===== src/rtl/lsu.sv =====
// rtl/lsu.sv - load/store unit: byte/half/word loads with extension, RMW sub-word stores, misalign faults
module lsu (
   input  logic        clk_i,
   input  logic        reset_i,
   input  logic        req_i,
   input  logic        we_i,
   input  logic [1:0]  size_i,
   input  logic        sign_ext_i,
   input  logic [31:0] addr_i,
   input  logic [31:0] wdata_i,
   output logic [31:0] rdata_o,
   output logic        busy_o,
   output logic        done_o,
   output logic        misalign_o,
   output logic [31:0] mem_a_o,
   output logic [31:0] mem_wd_o,
   output logic        mem_we_o,
   input  logic [31:0] mem_rd_i
);

   typedef enum logic [2:0] {S_IDLE, S_ACCESS, S_MERGE, S_RESP, S_FAULT} state_e;

   localparam logic [1:0] SZ_BYTE = 2'b00;
   localparam logic [1:0] SZ_HALF = 2'b01;
   localparam logic [1:0] SZ_WORD = 2'b10;

   state_e      state_q, state_d;
   logic [31:0] addr_q, addr_d;
   logic        we_q, we_d;
   logic [1:0]  size_q, size_d;
   logic        sext_q, sext_d;
   logic [31:0] wdata_q, wdata_d;
   logic [31:0] merge_q, merge_d;
   logic [31:0] rdata_q, rdata_d;

   logic        fault_w;
   logic [4:0]  lane_sh_w;
   logic [31:0] shifted_w;
   logic [31:0] load_val_w;
   logic [31:0] lane_mask_w;
   logic [31:0] merge_w;
   logic        wr_w;

   // Fault is decided from the live request since the IDLE edge both latches and branches on it.
   assign fault_w = (size_i == 2'b11)
                 || (size_i == SZ_HALF && addr_i[0])
                 || (size_i == SZ_WORD && addr_i[1:0] != 2'b00);

   assign lane_sh_w = {addr_q[1:0], 3'b000};
   assign shifted_w = mem_rd_i >> lane_sh_w;

   always_comb begin
      load_val_w  = mem_rd_i;
      lane_mask_w = 32'h0000_00FF;
      case (size_q)
         SZ_BYTE: load_val_w = {{24{sext_q & shifted_w[7]}}, shifted_w[7:0]};
         SZ_HALF: begin
            load_val_w  = {{16{sext_q & shifted_w[15]}}, shifted_w[15:0]};
            lane_mask_w = 32'h0000_FFFF;
         end
         default: load_val_w = mem_rd_i;
      endcase
   end

   assign merge_w = (mem_rd_i & ~(lane_mask_w << lane_sh_w))
                  | ((wdata_q & lane_mask_w) << lane_sh_w);

   always_comb begin
      state_d    = state_q;
      addr_d     = addr_q;
      we_d       = we_q;
      size_d     = size_q;
      sext_d     = sext_q;
      wdata_d    = wdata_q;
      merge_d    = merge_q;
      rdata_d    = rdata_q;
      done_o     = 1'b0;
      misalign_o = 1'b0;
      mem_wd_o   = 32'h0;
      wr_w       = 1'b0;
      case (state_q)
         S_IDLE: begin
            if (req_i) begin
               addr_d  = addr_i;
               we_d    = we_i;
               size_d  = size_i;
               sext_d  = sign_ext_i;
               wdata_d = wdata_i;
               state_d = fault_w ? S_FAULT : S_ACCESS;
            end
         end
         S_ACCESS: begin
            if (!we_q) begin
               rdata_d = load_val_w;
               state_d = S_RESP;
            end else if (size_q == SZ_WORD) begin
               wr_w     = 1'b1;
               mem_wd_o = wdata_q;
               state_d  = S_RESP;
            end else begin
               merge_d = merge_w;
               state_d = S_MERGE;
            end
         end
         S_MERGE: begin
            wr_w     = 1'b1;
            mem_wd_o = merge_q;
            state_d  = S_RESP;
         end
         S_RESP: begin
            done_o  = 1'b1;
            state_d = S_IDLE;
         end
         S_FAULT: begin
            done_o     = 1'b1;
            misalign_o = 1'b1;
            state_d    = S_IDLE;
         end
         default: state_d = S_IDLE;
      endcase
   end

   always_ff @(posedge clk_i) begin
      if (reset_i) begin
         state_q <= S_IDLE;
         addr_q  <= 32'h0;
         we_q    <= 1'b0;
         size_q  <= 2'b00;
         sext_q  <= 1'b0;
         wdata_q <= 32'h0;
         merge_q <= 32'h0;
         rdata_q <= 32'h0;
      end else begin
         state_q <= state_d;
         addr_q  <= addr_d;
         we_q    <= we_d;
         size_q  <= size_d;
         sext_q  <= sext_d;
         wdata_q <= wdata_d;
         merge_q <= merge_d;
         rdata_q <= rdata_d;
      end
   end

   // Gating by reset drops a write that would otherwise land on the reset edge.
   assign mem_we_o = wr_w & ~reset_i;
   assign mem_a_o  = addr_q;
   assign rdata_o  = rdata_q;
   assign busy_o   = (state_q != S_IDLE);

endmodule


===== config.mk =====
export PLATFORM = sky130hd
export DESIGN_NAME = lsu
export DESIGN_NICKNAME = d
export VERILOG_FILES = /design/src/rtl/lsu.sv
export SDC_FILE = /design/constraint.sdc
export NUM_CORES = 1
export LEC_CHECK = 0
export CORE_UTILIZATION = 29
export CTS_CLUSTER_SIZE = 25
export DETAILED_ROUTE_END_ITERATION = 8
export HOLD_SLACK_MARGIN = 0.05
export PLACE_DENSITY = 0.63
export SLEW_MARGIN = 20
export SYNTH_ARGS = -nofsm -noshare
export SYNTH_HDL_FRONTEND = slang
export SYNTH_SLANG_ARGS = --single-unit

===== constraint.sdc =====
create_clock -name clk_i -period 3.4 [get_ports clk_i]
set_input_delay 0.68 -clock clk_i [delete_from_list [all_inputs] [get_ports clk_i]]
set_output_delay 0.68 -clock clk_i [all_outputs]
set_load 0.05 [all_outputs]

==> impl_metrics.json <==
{
  "htree_levels": 4,
  "hpwl_um": 15800,
  "via_per_inst": 5.18,
  "seqPwrFrac": 0.358,
  "hold_viol_final": 0,
  "dp_cells": 1211,
  "p_leak_nw": 3.27,
  "ys_async_sr_fraction": 0,
  "area_growth_pct": 47.6,
  "required_ns": 2.72,
  "ctsHoldBuffers": 0,
  "grt_max_degree": 119,
  "stdcell_count": 1244,
  "syn_area_um2": 6450,
  "clk_latency_ns": 0.43,
  "cp.arrival_ns": 2.27,
  "hp-class": "flip-flop to flip-flop",
  "cap_violations": 0,
  "power.net_switching_mw": 1.88,
  "fillCellCount": 2143,
  "synth_ff_type": "dfxtp_1",
  "pwr-share-comb": 0.290,
  "slew_violations": 0,
  "rsz0062_at_grt": "no",
  "cts-resized-gates": 0,
  "cts.clk_slew.worst_paths_ns": 0.06,
  "seqCellArea_um2": 2710,
  "ir_worst_vdd_mv": 0.368,
  "worst_slew_pin_slew_ns": 0.948,
  "dieHeight_um": 151,
  "portBuffers": 202,
  "relSlewSlack": 0.368,
  "rrSetupSlack_ns": 1.07,
  "synth_edf_count": 0,
  "start_util": 0.295,
  "grt.overflow.total": 0,
  "clockBufferDepth": 2,
  "fin_crit_sh": 0.867,
  "io_pins": 203,
  "path_max_fanout": 33,
  "swShare": 0.355,
  "dr.pass1.iters": 5,
  "power_frac_clock": 0.353,
  "start_kind": "flip-flop",
  "avgRoutedWirePerCell_um": 18.4,
  "syn_area_per_cell_um2": 8.13,
  "syn_nets": 896,
  "yosysWarningCount": 0,
  "rows": 54,
  "final_common_cell": "nand2_1",
  "reg2reg_from": "state_q[0]$_SDFFE_PP0P_",
  "tritoncts": "built",
  "cts_setup_buffers": 0,
  "layout_common_cells": "199 x nand2_1, 168 x clkdlybuf4s50_1, 133 x dfxtp_1",
  "crit_type": "flip-flop to output port",
  "crit_path_end_kind": "output port",
  "finClkSkew_ns": 0.0107,
  "yosysSeqAreaShare": 0.419,
  "drt_iter0_drc": 512,
  "hold_depth": 2,
  "grt_pass1_vias": 5878,
  "grt_usage": 0.203,
  "r2r-end": "merge_q[5]$_SDFFE_PP0P_",
  "cts_buffers": 17,
  "cts_sinks": 135,
  "fin_crit_ns": 2.95,
  "max_freq_mhz": 339,
  "drc": 0,
  "fin_setup_tns_ns": 0,
  "hold_start": "mem_a_o[2]$_SDFFE_PP0P_",
  "floorplan.core_area_um2": 21800,
  "powerDensity_nw_per_um2": 557,
  "syn_inst": 793,
  "dr_total_vias": 6444,
  "worstHoldEndpoint": "mem_a_o[2]$_SDFFE_PP0P_",
  "grt_antenna_before_repair": 2,
  "fin_nets": 1053,
  "wl_um": 22800,
  "internal_power_mw": 3.42,
  "die_area_um2": 22800,
  "r2r_cells": 5,
  "gp_congestion": 0.882,
  "multiInputGateArea_um2": 3360,
  "grt_pass1_wl_um": 34800,
  "setup_violations": 0,
  "cts_root_buf": "clkbuf_16",
  "synth-seq-cells": 135,
  "ant_nets": 0,
  "status": "complete, no violations",
  "final_layout_size_suffix_gt1_frac": 0.107,
  "die_x_um": 151,
  "synthDistinctLibCells": 49
}
-- worst max-delay path, stage by stage, from the launching register on --
cell	delay, ns
dfxtp_1	0.47
nor3b_4	0.29
and4b_1	0.23
buf_4	0.39
a22o_1	0.29
buf_12	0.16
-- routing by layer --
metal | global-route usage | vias up | wire (um)
met1 | 0.281 | 3027 | 10300
met3 | 0.0596 | 25 | 2020
met2 | 0.300 | 248 | 10200
met4 | 0.0620 | 2 | 336
li1 | - | 3142 | -
met5 | 0 | - | 13
-- area by class of cell --
| type | count | area share |
|---|---|---|
| inverter | 2 | 0.000789 |
| multi-input combinational | 578 | 0.354 |
| clock buffer | 18 | 0.0462 |
| antenna | 1 | 0.000263 |
| clock inverter | 14 | 0.0159 |
| sequential | 135 | 0.284 |
| timing repair buffer | 216 | 0.262 |
| tap | 280 | 0.0368 |
-- worst max path at each step --
stage,start,end,slack [ns],cells after the start
final,state_q[0]$_SDFFE_PP0P_,mem_wd_o[1],0.45,5
after CTS,state_q[0]$_SDFFE_PP0P_,mem_wd_o[1],0.45,5
after global placement,state_q[0]$_SDFFE_PP0P_,mem_wd_o[1],0.95,5
after floorplan,reset_i,mem_we_o,0.75,4
after global routing,state_q[0]$_SDFFE_PP0P_,mem_we_o,0.30,6
after detailed placement,mem_rd_i[23],rdata_o[15]$_SDFFE_PP0P_,0.89,5
-- kinds of logic (layout without fill, tap and decap cells) --
kind of cell              Yosys count  after routing  synth area share
and+or+nand+nor                   300            300             0.204
AOI/OAI and AO/OA                 249            249             0.269
buffers and inverters              80            250            0.0606
other                               0              1                 0
DFF                               135            135             0.419
xor gates and xnor gates            2              2           0.00272
muxes                              27             27            0.0439
-- per-stage QoR --
stage	total power, mW	hold WS (ns)	utilization	worst slack (ns)	area (um2)
after floorplan	2.91	0.436	-	0.746	6450
after global placement	3.45	0.441	0.409	0.947	8920
after detailed placement	3.47	0.446	0.409	0.890	8920
after CTS	5.34	0.454	0.436	0.445	9510
after global routing	5.54	0.469	0.436	0.297	9510
final	5.30	0.452	0.436	0.453	9510
-- Yosys cell counts (4+ instances only) --
cell | number | share of area
a211oi_1 | 24 | 0.028
a21oi_1 | 86 | 0.067
a22o_1 | 32 | 0.043
a22oi_1 | 7 | 0.0082
a2bb2oi_1 | 7 | 0.0095
a311oi_1 | 9 | 0.012
a31oi_1 | 8 | 0.0078
buf_2 | 33 | 0.026
buf_4 | 5 | 0.0058
buf_6 | 4 | 0.0070
clkbuf_1 | 34 | 0.020
dfxtp_1 | 135 | 0.42
mux2_2 | 6 | 0.010
mux2i_1 | 20 | 0.031
nand2_1 | 200 | 0.12
nand2b_1 | 5 | 0.0049
nand3_1 | 7 | 0.0054
nand3b_1 | 17 | 0.020
nor2_1 | 46 | 0.027
nor3_1 | 4 | 0.0031
o211ai_1 | 8 | 0.0093
o21ai_0 | 15 | 0.012
o221ai_1 | 7 | 0.0095
o22a_1 | 24 | 0.033
o22ai_1 | 9 | 0.0087
o41ai_1 | 4 | 0.0054
o41ai_2 | 4 | 0.010
or3_1 | 7 | 0.0068
-- flip-flops by register name (all words and copies together) (netlist names) --
register  cells
wdata_q      32
rdata_o      32
state_q       3
sext_q        1
we_q          1
merge_q      32
mem_a_o      32
size_q        2
-- power by group through the flow --
stage,Combinational (mW),Clock [mW],Sequential [mW]
final,1.54,1.87,1.90
after global routing,1.65,1.98,1.92
after CTS,1.54,1.90,1.89
after detailed placement,1.54,0,1.93
after global placement,1.53,0,1.93
after floorplan,0.687,0,2.22
No activity file was read; power rests on OpenSTA's default activity.
